File: src/rtl/io_port_responder.sv
// Memory-mapped I/O responder on the data-memory bus: a 16-byte window holding an
// output register, a synchronized input port, a sticky change flag and a change counter.
module io_port_responder #(
    parameter logic [31:0] BASE_ADDRESS     = 32'h1001_0000,
    parameter int          EDGE_COUNT_WIDTH = 16
) (
    input  logic        clk,
    input  logic        reset,
    input  logic [31:0] Address,
    input  logic [31:0] WriteData,
    input  logic        MemWrite,
    input  logic        MemRead,
    input  logic [7:0]  PortIn,
    output logic [31:0] ReadData,
    output logic        Hit,
    output logic [31:0] PortOut,
    output logic        Irq
);

    localparam logic [1:0] OFS_OUT  = 2'd0;
    localparam logic [1:0] OFS_IN   = 2'd1;
    localparam logic [1:0] OFS_STAT = 2'd2;
    localparam logic [1:0] OFS_ECNT = 2'd3;

    logic [31:0]                 port_out_q;
    logic [7:0]                  sync1;
    logic [7:0]                  sync2;
    logic [7:0]                  prev;
    logic                        chg_flag;
    logic                        irq_en;
    logic [EDGE_COUNT_WIDTH-1:0] cnt;
    logic [EDGE_COUNT_WIDTH-1:0] cnt_base;
    logic [EDGE_COUNT_WIDTH-1:0] cnt_next;
    logic [31:0]                 cnt_ext;
    logic [1:0]                  offset;
    logic                        wr;
    logic                        wr_out;
    logic                        wr_stat;
    logic                        wr_ecnt;
    logic                        change;

    // Bus: no handshake; every hit access completes in the cycle it is presented,
    // writes land on the rising edge and reads are purely combinational.
    assign Hit     = (Address[31:4] == BASE_ADDRESS[31:4]);
    assign offset  = Address[3:2];
    assign wr      = MemWrite & Hit;
    assign wr_out  = wr && (offset == OFS_OUT);
    assign wr_stat = wr && (offset == OFS_STAT);
    assign wr_ecnt = wr && (offset == OFS_ECNT);
    assign change  = (sync2 != prev);

    // Clear happens before the increment, so a clear coinciding with a change yields 1.
    always_comb begin
        cnt_base = wr_ecnt ? '0 : cnt;
        cnt_next = cnt_base;
        if (change && (cnt_base != '1)) begin
            cnt_next = cnt_base + 1'b1;
        end
    end

    always_comb begin
        cnt_ext = '0;
        cnt_ext[EDGE_COUNT_WIDTH-1:0] = cnt;
    end

    always_comb begin
        ReadData = 32'h0;
        if (MemRead && Hit) begin
            case (offset)
                OFS_OUT:  ReadData = port_out_q;
                OFS_IN:   ReadData = {24'h0, sync2};
                OFS_STAT: ReadData = {23'h0, irq_en, 7'h0, chg_flag};
                OFS_ECNT: ReadData = cnt_ext;
                default:  ReadData = 32'h0;
            endcase
        end
    end

    always_ff @(posedge clk or negedge reset) begin
        if (!reset) begin
            port_out_q <= 32'h0;
            sync1      <= 8'h0;
            sync2      <= 8'h0;
            prev       <= 8'h0;
            chg_flag   <= 1'b0;
            irq_en     <= 1'b0;
            cnt        <= '0;
        end else begin
            sync1 <= PortIn;
            sync2 <= sync1;
            prev  <= sync2;
            if (wr_out) begin
                port_out_q <= WriteData;
            end
            // A new change takes priority over a write-1-to-clear in the same cycle.
            if (change) begin
                chg_flag <= 1'b1;
            end else if (wr_stat && WriteData[0]) begin
                chg_flag <= 1'b0;
            end
            if (wr_stat) begin
                irq_en <= WriteData[8];
            end
            cnt <= cnt_next;
        end
    end

    assign PortOut = port_out_q;
    assign Irq     = chg_flag & irq_en;

endmodule

File: config.mk
export PLATFORM = sky130hd
export DESIGN_NAME = io_port_responder
export DESIGN_NICKNAME = d
export VERILOG_FILES = /design/src/rtl/io_port_responder.sv
export SDC_FILE = /design/constraint.sdc
export NUM_CORES = 1
export LEC_CHECK = 0
export ABC_AREA = 1
export BUFFER_PORTS_ARGS = -buffer_cell sky130_fd_sc_hd__buf_2
export CELL_PAD_IN_SITES_DETAIL_PLACEMENT = 1
export CELL_PAD_IN_SITES_GLOBAL_PLACEMENT = 1
export CORE_MARGIN = 1
export CORE_UTILIZATION = 38
export DETAILED_ROUTE_END_ITERATION = 8
export GPL_TIMING_DRIVEN = 0
export PLACE_DENSITY = 0.9
export SYNTH_ARGS = -nofsm -noshare
export SYNTH_HDL_FRONTEND = slang
export SYNTH_SLANG_ARGS = --single-unit
File: constraint.sdc
create_clock -name clk -period 6.1 [get_ports clk]
set_clock_uncertainty 0.15 [all_clocks]
set_input_delay 0.61 -clock clk [delete_from_list [all_inputs] [get_ports clk]]
set_output_delay 0.61 -clock clk [all_outputs]
set_load 0.01 [all_outputs]
==> flow_summary.json <==
{
  "ys_seq_elements": 74,
  "worst_pin_slew_ns": 0.690,
  "grt_max_degree": 61,
  "synth_top_family_by_area": "simple AND/OR/NAND/NOR gates",
  "numCtsBuffers": 9,
  "yosys.area_share.xor_xnor": 0.0158,
  "yosys.area.top_type": "dfrtp_1",
  "synth_cell_types": 28,
  "max_slew_margin": 0.538,
  "crit_path_max_fanout": 10,
  "worstPathCellList": "buf_2, nor2_1, nand2_1, nor2_1, nand2_1, nor2_2, nand2_1, clkbuf_1, a31oi_1, buf_2",
  "initial_utilization": 0.394,
  "cts.clk_slew.worst_paths_ns": 0.08,
  "required_ns": 5.34,
  "syn_area_sq_um": 3870,
  "cts_resized": 0,
  "max-cap-violations": 0,
  "cp_num_buf_inv": 3,
  "drt_iter0_drc": 132,
  "grt_pass1_wl_um": 20300,
  "power_w": 0.00116,
  "r2r_slack_ns": 3.61,
  "synth_ff_type": "dfrtp_1",
  "cts_sinks": 74,
  "wl_um": 12800,
  "drive_gt1_frac": 0.366,
  "vias": 3838,
  "via_per_inst": 5.11,
  "setup_viol": 0,
  "rows": 36,
  "crit_slowest_cell": "clkbuf_1",
  "clock_path_buffers": 2,
  "synth_fp_nets": 538,
  "endpoint_kind": "primary output",
  "slowest_delay_ns": 0.34,
  "intPower_w": 0.000794,
  "io_buffers": 139,
  "finalSetupTns_ns": 0,
  "post-dp-hpwl_um": 9570,
  "core_sq_um": 9820,
  "synthTopCellsByCount": "146 x nand2_1, 74 x dfrtp_1, 66 x nor2_1",
  "ant_nets": 0,
  "cts_root_buf": "clkbuf_8",
  "die_h_um": 103,
  "clock.fmax_mhz": 312,
  "tritoncts": "yes",
  "diodes": 0,
  "drc": 0,
  "grtUsageTotal": 0.254,
  "rsz0062_at_grt": "no",
  "synth_fa_ha_area_frac": 0.00323,
  "synth_top_area_frac": 0.478,
  "grt_pass1_vias": 4170,
  "cts_max_level": 3,
  "io_pins": 142,
  "wl_per_cell_um": 17.1,
  "timing.final.crit_share": 0.525,
  "yosysSeqAreaShare": 0.478,
  "synthSimpleGateAreaFrac": 0.291,
  "die_area_sq_um": 10600,
  "grt.overflow.total": 0,
  "comb_power_share": 0.190,
  "min_path_type": "reg2reg",
  "fillerInstances": 1268,
  "sw_frac_of_total": 0.317,
  "power_frac_seq": 0.494,
  "worstSkewPairLatency_ns": 0.37,
  "area_growth_pct": 28.0,
  "nNetsFinal": 690,
  "period_needed_ns": 3.20,
  "critPathArrivalTime_ns": 2.44,
  "synth_compound_area_frac": 0.0462,
  "p_clk_frac": 0.316,
  "finalHoldViolCount": 0,
  "ys_warn_count": 0,
  "async_flop_share": 1.00,
  "cp_top_family": "simple AND/OR/NAND/NOR gates",
  "crit_type": "in2out",
  "status": "completed",
  "cp-start-kind": "input pin",
  "switching_power_w": 0.000368,
  "routabilityCongestion": 0.875,
  "antenna_found_initial": 0,
  "irDropWorstVdd_v": 0.000110,
  "synth.most_common_cell": "nand2_1",
  "leakagePower_nw": 2.67,
  "syn_avg_cell_area_sq_um": 8.40,
  "synth_cells": 461,
  "synthMuxAreaShare": 0.0959,
  "drt_pass1_iterations": 4,
  "ys_top_cells_by_area": "dfrtp_1 48%, nand2_1 14%, mux2_2 9.0%, nor2_1 6.4%, inv_1 3.7%",
  "synth_edf_count": 0,
  "cellPowerDensity_nw_per_um2": 234,
  "drv_slew": 0,
  "fp.dieW_um": 103,
  "cts_setup_buffers": 0,
  "critPathMostFrequentCell": "nand2_1"
}
stage by stage:
stage | worst slack [ns] | cells | utilization | hold slack, ns | instance area [sq um]
floorplan | 3.39 | 461 | - | 0.164 | 3870
global placement | 3.04 | 733 | 0.482 | 0.185 | 4740
detailed placement | 2.91 | 734 | 0.485 | 0.188 | 4770
CTS | 2.89 | 751 | 0.505 | 0.192 | 4960
global route | 2.70 | 751 | 0.505 | 0.183 | 4960
finish | 2.90 | 751 | 0.505 | 0.201 | 4960
what timing repair did:
item,CTS,global route
endpoints found under the hold margin,14,0
endpoints found under the setup margin,0,0
hold buffers,1,0
kinds of logic (layout without fill, tap and decap cells):
kind of cell               count (synthesis)  count (layout)
xor gates and xnor gates                   7               7
muxes                                     33              33
adders and majority gates                  1               1
buffers and inverters                     56             213
and+or+nand+nor                          263             263
AOI/OAI and AO/OA                         27              27
DFF                                       74              74
placed cells by master, fill, tap and decap left out, drive strengths merged, types with 8 or more instances in the layout:
| cell type | n |
|---|---|
| nand2 | 156 |
| buf | 148 |
| dfrtp | 74 |
| nor2 | 73 |
| inv | 41 |
| mux2 | 33 |
| nand3 | 24 |
| clkbuf | 21 |
| o21ai | 10 |
| a31oi | 8 |
sequential cells by signal (all words and copies together), names as in the netlist:
| register | count |
|---|---|
| PortOut | 32 |
| cnt | 16 |
| prev | 8 |
| sync1 | 8 |
| sync2 | 8 |
| chg_flag | 1 |
| irq_en | 1 |
power groups by stage:
stage | Sequential (W) | Combinational, W | Clock, W
floorplan | 0.000562 | 0.000148 | 0
detailed placement | 0.000580 | 0.000216 | 0
global route | 0.000578 | 0.000246 | 0.000393
global placement | 0.000576 | 0.000199 | 0
finish | 0.000573 | 0.000221 | 0.000368
CTS | 0.000572 | 0.000223 | 0.000368
path summary, 6_finish.rpt:
check                            startpoint          end  depth (start not counted)
max in group asynchronous             reset   PortOut[7]                          3
worst max register to register       cnt[0]      cnt[12]                         12
worst min register to register     sync1[5]     sync2[5]                          0
worst min-delay path               sync1[5]     sync2[5]                          0
min in group asynchronous             reset      cnt[14]                          2
worst max-delay path            Address[11]  ReadData[4]                         10
cell type report:
| class | count | area [sq um] | area share |
|---|---|---|---|
| flip-flops and latches | 74 | 1850 | 0.373 |
| repair buffers | 141 | 736 | 0.148 |
| clock buffers | 14 | 173 | 0.0348 |
| well taps | 133 | 166 | 0.0336 |
| multi-input cells | 331 | 1750 | 0.353 |
| plain buffers | 15 | 116 | 0.0235 |
| clock inverters | 2 | 10.0 | 0.00202 |
| inverters | 41 | 154 | 0.0310 |
metal layers:
metal  global-route usage  share of wire  routed length, um  vias up
li1                     -              -                  -     1760
met1                0.281           0.39               4990     1937
met2                0.456           0.54               6900      102
met3               0.0529          0.042                535       39
met4                0.132          0.032                416        0
met5                    0              0                  0        -
(Power assumes the default switching activity.)
